**src/rtl/alarm_pkg.sv**
```systemverilog
// rtl/alarm_pkg.sv - shared types and constants for the alarm scheduler
// Purpose: channel state enum, time-field widths and a small helper for
//          sizing the per-channel seconds counter.
// Ports:   none (package).
package alarm_pkg;

   typedef enum logic [1:0] {
      IDLE    = 2'd0,
      RINGING = 2'd1,
      SNOOZE  = 2'd2
   } alarm_state_t;

   localparam int HOUR_W     = 5;
   localparam int MIN_W      = 6;
   localparam int SEC_W      = 6;
   localparam int TIME_W_DEF = HOUR_W + MIN_W + SEC_W;

   function automatic int max_int(input int a, input int b);
      return (a > b) ? a : b;
   endfunction

   // Counter must hold values up to max(RING_SEC, SNOOZE_SEC)-1.
   function automatic int cnt_width(input int ring_sec, input int snooze_sec);
      int m;
      m = max_int(ring_sec, snooze_sec);
      return (m > 1) ? $clog2(m) : 1;
   endfunction

endpackage

```
**src/rtl/alarm_scheduler_if.sv**
```systemverilog
// rtl/alarm_scheduler_if.sv - bus between clock datapath and alarm scheduler
// Purpose: groups time/alarm configuration, user requests and the
//          ringing status outputs of the scheduler.
// Signals: SEC_TICK, CURRENT_TIME, ALARM_TIME, ALARM_ENABLE, STOP_REQ,
//          SNOOZE_REQ (to scheduler); ALARM_DOING, ALARM_ID, RINGING,
//          SNOOZED (from scheduler).
// Modports: master = clock/key side, slave = scheduler.
interface alarm_scheduler_if #(
   parameter int N_ALARMS = 4,
   parameter int TIME_W   = alarm_pkg::TIME_W_DEF
);
   localparam int IDW = (N_ALARMS > 1) ? $clog2(N_ALARMS) : 1;

   logic                         SEC_TICK;
   logic [TIME_W-1:0]            CURRENT_TIME;
   logic [N_ALARMS*TIME_W-1:0]   ALARM_TIME;
   logic [N_ALARMS-1:0]          ALARM_ENABLE;
   logic                         STOP_REQ;
   logic                         SNOOZE_REQ;
   logic                         ALARM_DOING;
   logic [IDW-1:0]               ALARM_ID;
   logic [N_ALARMS-1:0]          RINGING;
   logic [N_ALARMS-1:0]          SNOOZED;

   modport master (
      output SEC_TICK, CURRENT_TIME, ALARM_TIME, ALARM_ENABLE, STOP_REQ, SNOOZE_REQ,
      input  ALARM_DOING, ALARM_ID, RINGING, SNOOZED
   );

   modport slave (
      input  SEC_TICK, CURRENT_TIME, ALARM_TIME, ALARM_ENABLE, STOP_REQ, SNOOZE_REQ,
      output ALARM_DOING, ALARM_ID, RINGING, SNOOZED
   );

endinterface

```
**src/rtl/alarm_channel.sv**
```systemverilog
// rtl/alarm_channel.sv - one alarm channel: edge detect, ring/snooze FSM, timer
// Purpose: fires on the rising edge of its match, rings for RING_SEC ticks,
//          snoozes for SNOOZE_SEC ticks, reacts to qualified stop/snooze.
// Ports:   CLK, RESETN (sync, active-low); match, enable, sec_tick,
//          stop, snooze (already qualified as "this channel is active");
//          ringing, snoozed status outputs decoded from the state register.
module alarm_channel
   import alarm_pkg::*;
#(
   parameter int RING_SEC   = 60,
   parameter int SNOOZE_SEC = 300,
   parameter int CNT_W      = 9
) (
   input  logic CLK,
   input  logic RESETN,
   input  logic match,
   input  logic enable,
   input  logic sec_tick,
   input  logic stop,
   input  logic snooze,
   output logic ringing,
   output logic snoozed
);

   localparam logic [CNT_W-1:0] RING_LAST   = CNT_W'(RING_SEC - 1);
   localparam logic [CNT_W-1:0] SNOOZE_LAST = CNT_W'(SNOOZE_SEC - 1);

   alarm_state_t     state;
   logic [CNT_W-1:0] cnt;
   logic             match_q;

   always_ff @(posedge CLK) begin
      if (!RESETN) begin
         state   <= IDLE;
         cnt     <= '0;
         match_q <= 1'b0;
      end else begin
         match_q <= match;
         if (!enable) begin
            state <= IDLE;
            cnt   <= '0;
         end else if (match && !match_q) begin
            // A new match re-arms the channel from any state; a tick in
            // this same cycle is deliberately not counted.
            state <= RINGING;
            cnt   <= '0;
         end else begin
            case (state)
               RINGING: begin
                  if (stop) begin
                     state <= IDLE;
                     cnt   <= '0;
                  end else if (snooze) begin
                     state <= SNOOZE;
                     cnt   <= '0;
                  end else if (sec_tick) begin
                     if (cnt == RING_LAST) begin
                        state <= IDLE;
                        cnt   <= '0;
                     end else begin
                        cnt <= cnt + CNT_W'(1);
                     end
                  end
               end
               SNOOZE: begin
                  if (sec_tick) begin
                     if (cnt == SNOOZE_LAST) begin
                        state <= RINGING;
                        cnt   <= '0;
                     end else begin
                        cnt <= cnt + CNT_W'(1);
                     end
                  end
               end
               default: ;
            endcase
         end
      end
   end

   assign ringing = (state == RINGING);
   assign snoozed = (state == SNOOZE);

endmodule

```
**src/rtl/alarm_scheduler.sv**
```systemverilog
// rtl/alarm_scheduler.sv - multi-channel alarm engine top level
// Purpose: compares CURRENT_TIME against N_ALARMS alarm times, runs one
//          alarm_channel per alarm, picks the lowest-index ringing channel
//          as the active one and routes STOP/SNOOZE requests only to it.
// Ports:   CLK, RESETN (sync, active-low); bus (alarm_scheduler_if.slave)
//          carrying time/config/request inputs and ALARM_DOING, ALARM_ID,
//          RINGING, SNOOZED outputs.
module alarm_scheduler
   import alarm_pkg::*;
#(
   parameter int N_ALARMS   = 4,
   parameter int TIME_W     = TIME_W_DEF,
   parameter int RING_SEC   = 60,
   parameter int SNOOZE_SEC = 300
) (
   input  logic              CLK,
   input  logic              RESETN,
   alarm_scheduler_if.slave  bus
);

   localparam int IDW   = (N_ALARMS > 1) ? $clog2(N_ALARMS) : 1;
   localparam int CNT_W = cnt_width(RING_SEC, SNOOZE_SEC);

   logic [N_ALARMS-1:0] match;
   logic [N_ALARMS-1:0] ringing;
   logic [N_ALARMS-1:0] snoozed;
   logic [N_ALARMS-1:0] active_oh;
   logic [IDW-1:0]      alarm_id;

   always_comb begin
      match = '0;
      for (int i = 0; i < N_ALARMS; i++) begin
         match[i] = bus.ALARM_ENABLE[i] &&
                    (bus.CURRENT_TIME == bus.ALARM_TIME[i*TIME_W +: TIME_W]);
      end
   end

   // Lowest-index priority encoder over the registered ringing flags, so
   // the active channel and ALARM_ID never depend combinationally on inputs.
   always_comb begin
      active_oh = '0;
      alarm_id  = '0;
      for (int i = N_ALARMS - 1; i >= 0; i--) begin
         if (ringing[i]) begin
            active_oh    = '0;
            active_oh[i] = 1'b1;
            alarm_id     = IDW'(i);
         end
      end
   end

   for (genvar g = 0; g < N_ALARMS; g++) begin : g_ch
      alarm_channel #(
         .RING_SEC   (RING_SEC),
         .SNOOZE_SEC (SNOOZE_SEC),
         .CNT_W      (CNT_W)
      ) u_ch (
         .CLK      (CLK),
         .RESETN   (RESETN),
         .match    (match[g]),
         .enable   (bus.ALARM_ENABLE[g]),
         .sec_tick (bus.SEC_TICK),
         .stop     (bus.STOP_REQ && active_oh[g]),
         .snooze   (bus.SNOOZE_REQ && active_oh[g]),
         .ringing  (ringing[g]),
         .snoozed  (snoozed[g])
      );
   end

   assign bus.RINGING     = ringing;
   assign bus.SNOOZED     = snoozed;
   assign bus.ALARM_DOING = |ringing;
   assign bus.ALARM_ID    = alarm_id;

endmodule

```
**src/flat_wrapper.sv**
```systemverilog
// flat-port wrapper written by rule: the top's interface ports become plain ports
module alarm_scheduler_flat import alarm_pkg::*;
#(
   parameter int N_ALARMS   = 4,
   parameter int TIME_W     = TIME_W_DEF,
   parameter int RING_SEC   = 60,
   parameter int SNOOZE_SEC = 300
)
  (CLK, RESETN, bus_SEC_TICK, bus_CURRENT_TIME, bus_ALARM_TIME, bus_ALARM_ENABLE, bus_STOP_REQ, bus_SNOOZE_REQ, bus_ALARM_DOING, bus_ALARM_ID, bus_RINGING, bus_SNOOZED);
  alarm_scheduler_if #(.N_ALARMS(N_ALARMS), .TIME_W(TIME_W)) bus_i ();
  input  logic CLK;
  input  logic RESETN;
  input wire logic [$bits(bus_i.SEC_TICK)-1:0] bus_SEC_TICK;
  input wire logic [$bits(bus_i.CURRENT_TIME)-1:0] bus_CURRENT_TIME;
  input wire logic [$bits(bus_i.ALARM_TIME)-1:0] bus_ALARM_TIME;
  input wire logic [$bits(bus_i.ALARM_ENABLE)-1:0] bus_ALARM_ENABLE;
  input wire logic [$bits(bus_i.STOP_REQ)-1:0] bus_STOP_REQ;
  input wire logic [$bits(bus_i.SNOOZE_REQ)-1:0] bus_SNOOZE_REQ;
  output wire logic [$bits(bus_i.ALARM_DOING)-1:0] bus_ALARM_DOING;
  output wire logic [$bits(bus_i.ALARM_ID)-1:0] bus_ALARM_ID;
  output wire logic [$bits(bus_i.RINGING)-1:0] bus_RINGING;
  output wire logic [$bits(bus_i.SNOOZED)-1:0] bus_SNOOZED;
  assign bus_i.SEC_TICK = bus_SEC_TICK;
  assign bus_i.CURRENT_TIME = bus_CURRENT_TIME;
  assign bus_i.ALARM_TIME = bus_ALARM_TIME;
  assign bus_i.ALARM_ENABLE = bus_ALARM_ENABLE;
  assign bus_i.STOP_REQ = bus_STOP_REQ;
  assign bus_i.SNOOZE_REQ = bus_SNOOZE_REQ;
  assign bus_ALARM_DOING = bus_i.ALARM_DOING;
  assign bus_ALARM_ID = bus_i.ALARM_ID;
  assign bus_RINGING = bus_i.RINGING;
  assign bus_SNOOZED = bus_i.SNOOZED;
  alarm_scheduler #(.N_ALARMS(N_ALARMS), .TIME_W(TIME_W), .RING_SEC(RING_SEC), .SNOOZE_SEC(SNOOZE_SEC)) u_core (.CLK(CLK), .RESETN(RESETN), .bus(bus_i));
endmodule
```
**config.mk**
```make
export PLATFORM = sky130hd
export DESIGN_NAME = alarm_scheduler_flat
export DESIGN_NICKNAME = d
export VERILOG_FILES = /design/src/rtl/alarm_pkg.sv /design/src/rtl/alarm_scheduler_if.sv /design/src/rtl/alarm_channel.sv /design/src/rtl/alarm_scheduler.sv /design/src/flat_wrapper.sv
export SDC_FILE = /design/constraint.sdc
export NUM_CORES = 1
export LEC_CHECK = 0
export CORE_AREA = 2 2 101 103
export CTS_BUF_LIST = sky130_fd_sc_hd__clkbuf_8
export DETAILED_ROUTE_END_ITERATION = 12
export DIE_AREA = 0 0 103 105
export HOLD_SLACK_MARGIN = 0.06
export PLACE_DENSITY = 0.66
export SYNTH_ARGS = -nofsm -noshare
export SYNTH_HDL_FRONTEND = slang
export SYNTH_SLANG_ARGS = --single-unit
```
**constraint.sdc**
```tcl
create_clock -name CLK -period 2.7 [get_ports CLK]
set_input_delay 0.27 -clock CLK [delete_from_list [all_inputs] [get_ports CLK]]
set_output_delay 0.27 -clock CLK [all_outputs]
set_load 0.02 [all_outputs]
```
* After elaboration in Yosys (flattened, before gate mapping) *
Cells that the tools add are included.

operators by class
  mux-type cells = 68
  equality and inequality tests = 52
  bitwise logic cells = 5
  $add $sub $neg = 4
  reduce and logical (&&, ||, !) cells = 49

operators by type and width
  operator             number
  $mux 9               24
  $pmux 9 s2           4
  $eq 17x17->1         4
  $mux 2               28
  $reduce_and 5->1     8
  $add 9x1->9 const B  4
  $eq 9x6->1 const B   4
  $eq 9x9->1 const B   4
  $ne 5x3->1 const B   4
  $ne 5x4->1 const B   4
  $logic_and 1x1->1    16
  $mux 4               4
  $ne 4x3->1 const B   4
  $ne 4x4->1 const B   4
  $pmux 2 s2           4
  $ne 3x1->1 const B   4
  $ne 3x2->1 const B   4
  $reduce_and 3->1     4
  $reduce_bool 3->1    4
  $reduce_or 3->1      4
  $eq 2x1->1 const B   4
  $eq 2x2->1 const B   4
  $ne 2x1->1 const B   4
  $ne 2x2->1 const B   4
  other kinds (6)      22

word-level totals
  bits of input ports = 94
  logic and storage cells = 194
  output and inout bits = 11
  flip-flop bits (word level) = 48

* Logic depth before layout (Yosys ltp) *
  depth after elaboration = 10
  mapped depth = 9
  mapped depth without buffers = 7

* Cells and area by module *
A second synthesis with hierarchy kept.

unflattened totals
  cell total of the unflattened synthesis = 442
  area total of the unflattened synthesis = 3539.6 sq um

modules (own cells, without submodules)
  module           cells an instance  area each (sq um)  instances  seq. area each (sq um)
  alarm_channel    82                 665.6              4          240.2
  alarm_scheduler  114                877.1              1          0.0

* Worst setup path after synthesis *
Ideal clock, no wire load.

  path type = reg-to-reg
  start point = reg u_core.g_ch[1].u_ch.state[1]
  end point = reg u_core.g_ch[3].u_ch.cnt[4]
  cell stages (with the launch flop) = 10
  arrival time = 2.180 ns
  period minus slack after synthesis = 2.316 ns
  setup slack = 0.384 ns
  data required time = 2.565 ns
  setup time = 0.135 ns
  path buffers = 2
  cells stage by stage = dfxtp_1 > inv_1 > ha_1 > buf_6 > or3_4 > or4_1 > buf_4 > and2_4 > nor3_4 > nor3_1

between the ends
  cells in the longest elaborated chain, start to end = 7
  elaborated cells on any way between the ends = 10
  classes of those cells = 2 x eq/ne; 5 x mux; 3 x reduce/logical

ends and longest elaborated chain
  item                                   line                   text
  start, declared                        alarm_channel.sv:28    alarm_state_t state;
  start signal, assigned                 alarm_channel.sv:34    state <= IDLE;
  start signal, assigned                 alarm_channel.sv:40    state <= IDLE;
  start signal, assigned                 alarm_channel.sv:45    state <= RINGING;
  $eq 2x1->1 *                           alarm_channel.sv:81    assign ringing = (state == RINGING);
  named net u_core.g_ch[1].u_ch.ringing  alarm_channel.sv:21    output logic ringing,
  $mux 4 * (2 in a row)                  alarm_scheduler.sv:44  if (ringing[i]) begin
  $logic_and 1x1->1                      alarm_scheduler.sv:64  .snooze (bus.SNOOZE_REQ && active_oh[g]),
  $mux 9                                 alarm_channel.sv:53    end else if (snooze) begin
  $mux 9                                 alarm_channel.sv:50    if (stop) begin
  $pmux 9 s2                             alarm_channel.sv:48    case (state)
  end signal, assigned                   alarm_channel.sv:61    cnt <= cnt + CNT_W'(1);
  end signal, assigned                   alarm_channel.sv:71    cnt <= cnt + CNT_W'(1);
  end, declared                          alarm_channel.sv:29    logic [CNT_W-1:0] cnt;

The timed path passes the listed nets; every way through them passes the cells marked *.
A chain may end at the register's enable or synchronous reset.

* Worst setup path after layout *
  start point = reg u_core.g_ch[2].u_ch.state[1]
  end point = out bus_ALARM_DOING

between the ends
  cells in the longest elaborated chain, start to end = 2

ends and longest elaborated chain
  item                    line                   text
  start, declared         alarm_channel.sv:28
  start signal, assigned  alarm_channel.sv:34
  start signal, assigned  alarm_channel.sv:40
  start signal, assigned  alarm_channel.sv:45
  $eq 2x1->1              alarm_channel.sv:81
  $reduce_or 4->1         alarm_scheduler.sv:72  assign bus.ALARM_DOING = |ringing;
  end, declared           flat_wrapper.sv:19     output wire logic [$bits(bus_i.ALARM_DOING)-1:0] bus_ALARM_DOING;

Every way passes these cells.

==> metrics.yaml <==
run_status:
  outcome: "finished clean"
global_routing:
  grt_pass1_wl_um: 18600
  grt_usage_pct: 21.3
  overflow: 0
  grt_max_degree: 16
  grt_pass1_vias: 3831
  antenna_found_initial: 0
logic_synthesis:
  synthSimpleGateAreaFrac_pct: 31.0
  netlist_top_cells_area: "dfxtp_1, xnor2_1, nor3_1"
  synth_area_sq_um: 3830
  synth_top_family_by_area: "simple AND/OR/NAND/NOR gates"
  synthAdderAreaFrac_pct: 3.92
  synthDistinctLibCells: 63
  synth_edf_count: 0
  syn-mean-instance-area_sq_um: 8.06
  ys_seq_elements: 48
  synthXorXnorAreaFrac_pct: 20.8
  synth_warnings: 0
  synth_top_area_cell: "dfxtp_1"
  yosysSeqAreaShare_pct: 25.1
  synth_compound_gate_area_share_pct: 13.0
  synth_top_area_share_pct: 25.1
  synthMuxAreaShare_pct: 0.262
  async_flop_share_pct: 0
  synth_flop_cell: "dfxtp_1"
  synth_nets: 581
  syn_inst: 475
power_and_ir_drop:
  p_seq_share_pct: 47.0
  netSwitchingFraction_pct: 26.0
  clock_power_share_pct: 30.6
  p_int_mw: 1.11
  netSwitchingPower_uw: 391
  pwr_density_cell_nw_per_um2: 299
  combPwrFrac_pct: 22.4
  vdd_drop_max_v: 0.000211
  power_leakage_nw: 1.60
clock_network:
  clk_pin_slew_ps: 100
  clock_latency_ps: 300
  cts_hold_buf: 0
  cts_buffer_depth: 2
  cts.sinks: 48
  post_cts_resized: 0
  numCtsBuffers: 5
  cts_setup_buffers: 0
  root_buffer: "clkbuf_8"
  cts_tree: "done"
  cts_htree_levels: 2
final_layout:
  fin_area_sq_um: 5030
  fill_cells: 959
  nets: 670
  utilization_pct: 52.2
  layout-drive-gt1-share_pct: 5.66
  synthToLayoutAreaGrowth_pct: 31.4
  antenna_cells: 0
critical_path:
  regToRegStartpoint: "u_core.g_ch[2].u_ch.state[1]"
  setup.worst_path.end_class: "primary output"
  crit_required_ps: 2430
  crit_fanout: 9
  worst-r2r-cell-count: 7
  worstPathArrival_ps: 2230
  ff2ff_setup_slack_ps: 350
  rr_endpoint: "u_core.g_ch[3].u_ch.cnt[4]"
  critPathKind: "flop to primary output"
  startpoint_type: "flop"
timing:
  fmaxAchievable_ghz: 0.400
  clock_skew_ps: 14.7
  maxSlewHeadroom_pct: 49.9
  tightest_slew_ps: 751
  rsz0062_at_grt: "no"
  slew_viol_final: 0
  setup_tns_ps: 0
  hold_viol_final: 0
  period_share_pct: 92.5
  final-setup-viol-count: 0
  finalCriticalPeriod_ps: 2500
route:
  firstDrtPassIters: 4
  routed_wl_um: 11300
  drtAntennaViolNets: 0
  wl_per_cell_um: 16.1
  vias: 3778
  drt-initial-drc-count: 143
  via_per_inst: 5.41
  drc: 0
hold_path:
  hold_path_depth: 2
  worstHoldStart: "u_core.g_ch[3].u_ch.cnt[1]"
  hold_path_class: "flop to flop"
  hold_end: "u_core.g_ch[3].u_ch.cnt[1]"
placement:
  dpl.hpwl_um: 9210
  io_buffers: 104
  placement.cell_area_sq_um: 4930
  gp_congestion: 0.892
die:
  die_y_um: 105
  coreArea_sq_um: 9640
  die_w_um: 103
  num_rows: 36
  io_pins: 105
  start_util_pct: 39.7
  dieArea_sq_um: 10800
job:
  maxCapViolCount: 0
==> Yosys cell counts (5+ instances only) <==
master	instances
a21oi_1	18
and3_1	5
buf_4	9
clkbuf_1	17
dfxtp_1	48
ha_1	12
inv_1	21
nand2_1	30
nand2b_1	6
nand3_1	13
nand3b_1	5
nand4_1	31
nor2_1	20
nor2b_1	5
nor3_1	44
nor3b_1	5
nor4_1	10
xnor2_1	71
xor2_1	20
==> per-stage QoR <==
step                      hold WS (ps)  instances  power, mW  setup WS, ps
after floorplan                    417        475      0.865           384
after global placement             458        690       1.06           325
after detailed placement           464        690       1.06           289
after CTS                          478        698       1.52           199
after global routing               511        698       1.57          83.4
final                              475        698       1.50           201
==> power by group through the flow <==
stage | Combinational, mW | Sequential [mW] | Clock [mW]
floorplan | 0.141 | 0.724 | 0
global placement | 0.334 | 0.724 | 0
detailed placement | 0.334 | 0.724 | 0
CTS | 0.336 | 0.707 | 0.480
global route | 0.363 | 0.708 | 0.503
finish | 0.337 | 0.707 | 0.460
==> state kept, by name, summed over array words and instances, names as in the netlist <==
name / count
u_core.g_ch.u_ch.cnt: 36
u_core.g_ch.u_ch.state: 8
u_core.g_ch.u_ch.match_q: 4
==> worst max-delay path, stage by stage (launching register included) <==
cell             delay (ps)
dfxtp_1                 370
inv_1                    60
ha_1                    290
or3_4                   390
or2_2                   280
clkdlybuf4s50_1         540
==> layout by cell type, fill, tap and decap left out, types with 4 or more instances in the layout <==
cell type,n
nor2b_1,5
nand3_1,13
nand2b_1,6
buf_4,6
and3_1,5
nand4_1,31
clkbuf_8,6
dfxtp_1,48
nand2_1,30
xor2_1,20
nor3_1,44
nand3b_1,5
xnor2_1,71
a31oi_1,4
and4b_1,4
nor4_1,10
clkdlybuf4s50_1,104
ha_1,12
nor3b_1,5
inv_1,21
and4_1,4
a21oi_1,18
nor2_1,20
==> how the worst max path moves through the flow <==
stage,slack [ps],to,startpoint,depth (start not counted)
after floorplan,380,u_core.g_ch[3].u_ch.cnt[4],u_core.g_ch[1].u_ch.state[1],9
after CTS,200,bus_ALARM_DOING,u_core.g_ch[2].u_ch.state[1],5
final,200,bus_ALARM_DOING,u_core.g_ch[2].u_ch.state[1],5
after global placement,320,u_core.g_ch[2].u_ch.cnt[2],bus_CURRENT_TIME[14],7
after global routing,80,bus_ALARM_DOING,u_core.g_ch[2].u_ch.state[1],5
after detailed placement,290,u_core.g_ch[2].u_ch.cnt[6],bus_CURRENT_TIME[5],7
==> metal layers <==
metal | up-vias | share of wire (%) | track usage, %
li1 | 1893 | - | -
met1 | 1783 | 46 | 28.2
met5 | - | 0 | 0
met3 | 10 | 3.8 | 3.41
met2 | 92 | 49 | 36.0
met4 | 0 | 1.2 | 4.23
==> kinds of logic (layout without fill, tap and decap cells) <==
family	count (synthesis)	after routing
DFF	48	48
adders and majority gates	12	12
AOI/OAI and AO/OA	68	68
xor gates and xnor gates	91	91
buffers and inverters	49	139
and+or+nand+nor	206	206
muxes	1	1
==> area by class of cell <==
cell class	instances	area [sq um]	area share, %
multi-input cells	378	2640	52.5
clock inverters	2	13.8	0.274
flip-flops and latches	48	961	19.1
repair buffers	110	1090	21.6
inverters	21	78.8	1.57
well taps	133	166	3.31
clock buffers	6	82.6	1.64
Power figures use the tool's default switching activity.
